File: src/rtl/mem_resp_demux_pkg.sv
// mem_demux_pkg: shared types for the memory response demultiplexer.
//   NUM_CLI    number of client ports served by the demux
//   cli_idx_t  client index (2 bits)
//   state_t    transaction FSM states IDLE / BUSY / RESP
//   op_t       latched operation READ / WRITE
//   cli_next() round-robin successor of a client index (wraps 3 -> 0)
package mem_demux_pkg;

  localparam int NUM_CLI = 4;

  typedef logic [1:0] cli_idx_t;

  typedef enum logic [1:0] {
    IDLE = 2'd0,
    BUSY = 2'd1,
    RESP = 2'd2
  } state_t;

  typedef enum logic {
    READ  = 1'b0,
    WRITE = 1'b1
  } op_t;

  // Successor index; the 2-bit width gives the modulo-4 wrap for free.
  function automatic cli_idx_t cli_next(input cli_idx_t idx);
    return idx + 2'd1;
  endfunction

endpackage

File: src/rtl/mem_resp_demux_if.sv
// mem_resp_demux_if: bundles the four client request/response lanes and the
// single memory-side request/response port.
//   cli_read/cli_write/cli_addr/cli_wdata : client requests (held until cli_resp)
//   cli_resp/cli_rdata                    : one-hot completion and read data
//   mem_read/mem_write/mem_addr/mem_wdata : request to memory
//   mem_resp/mem_rdata                    : memory completion and read data
// Modports: master = clients + memory environment, slave = the demux.
interface mem_resp_demux_if
  import mem_demux_pkg::*;
#(
  parameter int DATA_W = 128,
  parameter int ADDR_W = 16
);

  logic [NUM_CLI-1:0]             cli_read;
  logic [NUM_CLI-1:0]             cli_write;
  logic [NUM_CLI-1:0][ADDR_W-1:0] cli_addr;
  logic [NUM_CLI-1:0][DATA_W-1:0] cli_wdata;
  logic [NUM_CLI-1:0]             cli_resp;
  logic [NUM_CLI-1:0][DATA_W-1:0] cli_rdata;
  logic                           mem_read;
  logic                           mem_write;
  logic [ADDR_W-1:0]              mem_addr;
  logic [DATA_W-1:0]              mem_wdata;
  logic                           mem_resp;
  logic [DATA_W-1:0]              mem_rdata;

  modport master (
    output cli_read, cli_write, cli_addr, cli_wdata, mem_resp, mem_rdata,
    input  cli_resp, cli_rdata, mem_read, mem_write, mem_addr, mem_wdata
  );

  modport slave (
    input  cli_read, cli_write, cli_addr, cli_wdata, mem_resp, mem_rdata,
    output cli_resp, cli_rdata, mem_read, mem_write, mem_addr, mem_wdata
  );

endinterface

File: src/rtl/mem_resp_demux_rr_picker.sv
// rr_picker: combinational round-robin selector.
//   req_i   : per-client request bits
//   ptr_i   : client with highest priority this round
//   valid_o : at least one request present
//   idx_o   : first requesting client found from ptr_i upward, wrapping 3 -> 0
module rr_picker
  import mem_demux_pkg::*;
(
  input  logic [NUM_CLI-1:0] req_i,
  input  cli_idx_t           ptr_i,
  output logic               valid_o,
  output cli_idx_t           idx_o
);

  cli_idx_t cand_s;

  // Scan offsets from farthest to nearest so the nearest requester wins last.
  always_comb begin
    valid_o = 1'b0;
    idx_o   = ptr_i;
    cand_s  = ptr_i;
    for (int k = NUM_CLI - 1; k >= 0; k--) begin
      cand_s  = ptr_i + cli_idx_t'(k);
      valid_o = valid_o | req_i[cand_s];
      idx_o   = req_i[cand_s] ? cand_s : idx_o;
    end
  end

endmodule

File: src/rtl/mem_resp_demux.sv
// mem_resp_demux: arbitrates four clients onto one memory port and routes the
// memory completion back to the client that issued the request.
//   clk     : sole clock, rising edge
//   reset_n : asynchronous active-low reset
//   bus     : mem_resp_demux_if.slave (client lanes + memory port)
// One transaction at a time: IDLE grants, BUSY waits for mem_resp, RESP pulses
// cli_resp to the owner for one cycle and advances the round-robin pointer.
module mem_resp_demux
  import mem_demux_pkg::*;
#(
  parameter int DATA_W = 128,
  parameter int ADDR_W = 16
) (
  input  logic                clk,
  input  logic                reset_n,
  mem_resp_demux_if.slave     bus
);

  state_t              state_q, state_d;
  cli_idx_t            owner_q, owner_d;
  cli_idx_t            rr_ptr_q, rr_ptr_d;
  op_t                 op_q, op_d;
  logic [ADDR_W-1:0]   addr_q, addr_d;
  logic [DATA_W-1:0]   wdata_q, wdata_d;
  logic [DATA_W-1:0]   rdata_q, rdata_d;

  logic [NUM_CLI-1:0]  req_s;
  logic                pick_valid_s;
  cli_idx_t            pick_idx_s;

  assign req_s = bus.cli_read | bus.cli_write;

  rr_picker u_rr_picker (
    .req_i   (req_s),
    .ptr_i   (rr_ptr_q),
    .valid_o (pick_valid_s),
    .idx_o   (pick_idx_s)
  );

  // Next-state and latch logic of the transaction FSM.
  always_comb begin
    state_d  = state_q;
    owner_d  = owner_q;
    rr_ptr_d = rr_ptr_q;
    op_d     = op_q;
    addr_d   = addr_q;
    wdata_d  = wdata_q;
    rdata_d  = rdata_q;
    case (state_q)
      IDLE: begin
        if (pick_valid_s) begin
          state_d = BUSY;
          owner_d = pick_idx_s;
          // Read wins when a client raises both read and write.
          op_d    = bus.cli_read[pick_idx_s] ? READ : WRITE;
          addr_d  = bus.cli_addr[pick_idx_s];
          wdata_d = bus.cli_wdata[pick_idx_s];
          // Cleared so a write never returns stale read data.
          rdata_d = '0;
        end else begin
          state_d = IDLE;
        end
      end
      BUSY: begin
        if (bus.mem_resp) begin
          state_d = RESP;
          rdata_d = (op_q == READ) ? bus.mem_rdata : '0;
        end else begin
          state_d = BUSY;
        end
      end
      RESP: begin
        state_d  = IDLE;
        rr_ptr_d = cli_next(owner_q);
      end
      default: begin
        state_d = IDLE;
      end
    endcase
  end

  // State and latched-request registers.
  always_ff @(posedge clk or negedge reset_n) begin
    if (!reset_n) begin
      state_q  <= IDLE;
      owner_q  <= 2'd0;
      rr_ptr_q <= 2'd0;
      op_q     <= READ;
      addr_q   <= '0;
      wdata_q  <= '0;
      rdata_q  <= '0;
    end else begin
      state_q  <= state_d;
      owner_q  <= owner_d;
      rr_ptr_q <= rr_ptr_d;
      op_q     <= op_d;
      addr_q   <= addr_d;
      wdata_q  <= wdata_d;
      rdata_q  <= rdata_d;
    end
  end

  // Outputs decoded purely from registers: no input reaches an output combinationally.
  always_comb begin
    bus.cli_resp            = '0;
    bus.cli_rdata           = '0;
    bus.cli_resp[owner_q]   = (state_q == RESP);
    bus.cli_rdata[owner_q]  = (state_q == RESP) ? rdata_q : '0;
    bus.mem_read            = (state_q == BUSY) && (op_q == READ);
    bus.mem_write           = (state_q == BUSY) && (op_q == WRITE);
    bus.mem_addr            = addr_q;
    bus.mem_wdata           = wdata_q;
  end

endmodule

File: src/flat_wrapper.sv
// flat-port wrapper written by rule: the top's interface ports become plain ports
module mem_resp_demux_flat import mem_demux_pkg::*;
#(
  parameter int DATA_W = 128,
  parameter int ADDR_W = 16
)
  (clk, reset_n, bus_cli_read, bus_cli_write, bus_cli_addr, bus_cli_wdata, bus_mem_resp, bus_mem_rdata, bus_cli_resp, bus_cli_rdata, bus_mem_read, bus_mem_write, bus_mem_addr, bus_mem_wdata);
  mem_resp_demux_if #(.DATA_W(DATA_W), .ADDR_W(ADDR_W)) bus_i ();
  input  logic clk;
  input  logic reset_n;
  input wire logic [$bits(bus_i.cli_read)-1:0] bus_cli_read;
  input wire logic [$bits(bus_i.cli_write)-1:0] bus_cli_write;
  input wire logic [$bits(bus_i.cli_addr)-1:0] bus_cli_addr;
  input wire logic [$bits(bus_i.cli_wdata)-1:0] bus_cli_wdata;
  input wire logic [$bits(bus_i.mem_resp)-1:0] bus_mem_resp;
  input wire logic [$bits(bus_i.mem_rdata)-1:0] bus_mem_rdata;
  output wire logic [$bits(bus_i.cli_resp)-1:0] bus_cli_resp;
  output wire logic [$bits(bus_i.cli_rdata)-1:0] bus_cli_rdata;
  output wire logic [$bits(bus_i.mem_read)-1:0] bus_mem_read;
  output wire logic [$bits(bus_i.mem_write)-1:0] bus_mem_write;
  output wire logic [$bits(bus_i.mem_addr)-1:0] bus_mem_addr;
  output wire logic [$bits(bus_i.mem_wdata)-1:0] bus_mem_wdata;
  assign bus_i.cli_read = bus_cli_read;
  assign bus_i.cli_write = bus_cli_write;
  assign bus_i.cli_addr = bus_cli_addr;
  assign bus_i.cli_wdata = bus_cli_wdata;
  assign bus_i.mem_resp = bus_mem_resp;
  assign bus_i.mem_rdata = bus_mem_rdata;
  assign bus_cli_resp = bus_i.cli_resp;
  assign bus_cli_rdata = bus_i.cli_rdata;
  assign bus_mem_read = bus_i.mem_read;
  assign bus_mem_write = bus_i.mem_write;
  assign bus_mem_addr = bus_i.mem_addr;
  assign bus_mem_wdata = bus_i.mem_wdata;
  mem_resp_demux #(.DATA_W(DATA_W), .ADDR_W(ADDR_W)) u_core (.clk(clk), .reset_n(reset_n), .bus(bus_i));
endmodule
File: config.mk
export PLATFORM = sky130hd
export DESIGN_NAME = mem_resp_demux_flat
export DESIGN_NICKNAME = d
export VERILOG_FILES = /design/src/rtl/mem_resp_demux_pkg.sv /design/src/rtl/mem_resp_demux_if.sv /design/src/rtl/mem_resp_demux_rr_picker.sv /design/src/rtl/mem_resp_demux.sv /design/src/flat_wrapper.sv
export SDC_FILE = /design/constraint.sdc
export NUM_CORES = 1
export LEC_CHECK = 0
export BUFFER_PORTS_ARGS = -buffer_cell sky130_fd_sc_hd__buf_2
export CAP_MARGIN = 20
export CORE_AREA = 5 5 529 531
export CTS_CLUSTER_SIZE = 16
export DETAILED_ROUTE_END_ITERATION = 8
export DIE_AREA = 0 0 534 536
export PLACE_DENSITY = 0.32
export SETUP_SLACK_MARGIN = 0.05
export SKIP_LAST_GASP = 1
export SLEW_MARGIN = 5
export SYNTH_ARGS = -nofsm -noshare
export SYNTH_HDL_FRONTEND = slang
export SYNTH_SLANG_ARGS = --single-unit
File: constraint.sdc
create_clock -name clk -period 2.1 [get_ports clk]
set_clock_uncertainty 0.05 [all_clocks]
set_input_delay 0 -clock clk [delete_from_list [all_inputs] [get_ports clk]]
set_output_delay 0 -clock clk [all_outputs]
set_load 0.05 [all_outputs]
==> run metrics <==
flops & latches, synth=279; layout cell share with drive strength beyond 1=0.4197; grt ovf=0; H-tree depth=2; Chip Width=between 500 and 600 µm; clk root buf=clkbuf_16; RSZ-0062 raised after global routing=yes; yosys warns=0; failing checks=setup timing; die area=between 200000 and 300000 µm²; Synth Area in Simple Gates=0.3253; max-slew violation count=0; Final WS setup=-455.8 ps; Synth Area in Adders=0.002795; Post-Syn Area=between 15000 and 20000 µm²; Seq/Total Area, Yosys=0.3899; DR WL/cell=26.26 µm; DRT Pass-1 Iters=5; Pwr Density=about 1100 nW/µm²; Max Fclk=391.3 MHz; Hold Crit Class=in2reg; DR iter-0 viols=1782; setup TNS=-127510 ps; Worst IR Drop VDD=around 0.54 mV; via count=between 20000 and 30000; Filler Cell Count=around 31000; hold_ws=around 96 ps; worst-path maximum fanout=73; hold path depth=3; Max-cap violations=0; actual slew at the worst max-slew pin=between 900 and 1000 ps; Reg2Reg Setup Slack=-460 ps; status=finished with violations; Rel. slew slack=0.3935; syn nets=2963; largest net degree at the start of global routing=95; Final Setup Violations=about 630; crit path launch type=flop; I/O pins=between 1000 and 1500; initial antenna violation count=around 110; Final Critical Period=2556 ps; DRC errors left=0; GPL Wtd Cong=between 0.9 and 1; Post-Syn Area per Cell=7.980 µm²; nets=slightly above 5000; final period utilization=1.217; CP arrival=approximately 3000 ps; WL final=about 210 mm; Via density=approximately 3.5; Fin. Hold Viols=0; Core Footprint=around 280000 µm²; TritonCTS Buffers=41; CP endpoint kind=flop; CTS clk-pin slew, worst paths=60 ps; worst r2r src=u_core.rr_ptr_q[0]; row count=between 150 and 200; Initial Utilization=0.06511; commonest non-fill, non-tap cell in the layout=buf_2; post-synth cell types=37; xor and xnor fraction of the mapped netlist area=0; Clock Tree Buf Depth=3; r2r worst-path depth=7; Syn-to-layout area delta=145.0%; Synth Area in Compound Gates=0.2158; hold path endpoint=u_core.state_q[0]; Worst Path Required=2540 ps; Reg-to-Reg End=u_core.bus.mem_wdata[74]; Gate Count Post-Synth=approximately 2200; # clock sinks=279; antenna-violating nets left=0; first-pass GRT wire length=264.1 mm; Pleak=approximately 21 nW; most frequent cells in the layout=buf_2 (1055), dlygate4sd3_1 (710), and3_1 (605); port bufs=between 1000 and 1500; proportion of synthesized area in mux cells=0; Clock Latency Late Sink=approximately 650 ps; dpl hpwl=165.4 mm; die height=approximately 540 µm; overall routing resource usage=0.1330; largest family of logic cells by synthesized area=simple AND/OR/NAND/NOR gates; crit path kind=reg2reg; hold path start=bus_mem_resp; vias in the first global route=28220; TritonCTS clock tree=built
flip-flops by register name, indices dropped and copies added, names as in the netlist:
signal                cells
u_core.rdata_q          128
u_core.bus.mem_wdata    128
u_core.bus.mem_addr      16
u_core.state_q            2
u_core.op_q               1
u_core.rr_ptr_q           2
u_core.owner_q            2
worst max-delay path: stages (launching register included):
cell and delay (ps):
dfrtp_1 410, buf_4 170, o22ai_1 220, a32oi_4 130, buf_12 230, and3_1 260
a211oi_1 750, o21ai_1 100
how the worst max path moves through the flow:
stage | depth (start not counted) | slack (ps) | startpoint | endpoint
2_1_floorplan | 9 | 230 | u_core.rr_ptr_q[0] | u_core.bus.mem_wdata[67]
3_3_place_gp | 7 | -460 | u_core.rr_ptr_q[0] | u_core.bus.mem_wdata[19]
3_5_place_dp | 7 | -500 | u_core.rr_ptr_q[0] | u_core.bus.mem_wdata[19]
4_1_cts | 7 | -450 | u_core.owner_q[0] | bus_cli_rdata[33]
5_1_grt | 8 | -420 | u_core.state_q[1] | bus_cli_rdata[21]
6_report | 7 | -460 | u_core.rr_ptr_q[0] | u_core.bus.mem_wdata[74]
timing repair:
action                                 4_1_cts  5_1_grt
pin swaps                                    2        6
buffers inserted                            21       24
gates cloned                                19       29
resized for setup                          223      472
hold buffers                               711        0
setup endpoints to repair                  654      667
endpoints found under the hold margin      554        0
Yosys cell counts (all sizes together):
master | instances | area, µm²
or2 | 2 | 12.52
o21bai | 3 | 22.52
buf | 56 | 320.3
a31oi | 2 | 12.51
a32oi | 2 | 17.52
or3 | 1 | 6.260
o21ai | 278 | 1391
inv | 3 | 11.26
nor4 | 1 | 12.51
and3 | 658 | 4118
o22ai | 1 | 6.260
nand2b | 1 | 6.260
dfrtp | 279 | 6982
o221ai | 144 | 1261
ha | 4 | 50.05
nor2b | 4 | 25.02
clkbuf | 228 | 855.8
a32o | 2 | 20.02
a211oi | 145 | 1089
nor2 | 7 | 38.78
a21oi | 5 | 36.29
nand2 | 404 | 1516
a21boi | 1 | 7.510
and2 | 6 | 37.54
nor3 | 5 | 41.29
nand3 | 2 | 10.01
cell families (layout without fill, tap and decap cells):
logic type               Yosys count  in the layout
AO/OA/AOI/OAI                    583            583
adder cells (fa/ha/maj)            4              4
flip-flops                       279            279
AND/OR/NAND/NOR                 1091           1091
buffers and inverters            287           2520
other                              0             49
cell type report:
| class | count | area (µm²) | share of cell area |
|---|---|---|---|
| timing repair buffer | 2443 | 20730 | 0.4724 |
| multi-input combinational | 1678 | 10140 | 0.2312 |
| sequential | 279 | 6987 | 0.1592 |
| tap | 3607 | 4513 | 0.1029 |
| clock buffer | 58 | 1181 | 0.02692 |
| clock inverter | 16 | 190.2 | 0.004334 |
| antenna | 49 | 122.6 | 0.002794 |
| inverter | 3 | 11.26 | 0.0002566 |
stage by stage:
step,worst slack [ps],util,std cells,instance area [µm²],power [mW]
floorplan,226.7,-,2244,17910,21.77
global placement,-456.7,0.1155,7210,31770,35.74
detailed placement,-502.4,0.1155,7210,31770,35.79
CTS,-449.0,0.1517,8035,41720,46.62
global route,-421.0,0.1593,8109,43820,51.17
finish,-455.8,0.1595,8133,43880,48.77
power breakdown:
group / total [mW] / switching, mW / internal [mW]
Combinational: 31.1 / 20.7 / 10.4
Sequential: 10.2 / 2.74 / 7.49
Clock: 7.45 / 3.15 / 4.30
routing by layer:
layer / up-vias / wire, µm / track usage
li1: 12740 / - / -
met5: - / 513 / 0
met1: 13950 / 89490 / 0.1662
met2: 1559 / 98920 / 0.2217
met3: 379 / 15560 / 0.03429
met4: 80 / 9073 / 0.04537
No activity file was read; power rests on OpenSTA's default activity.
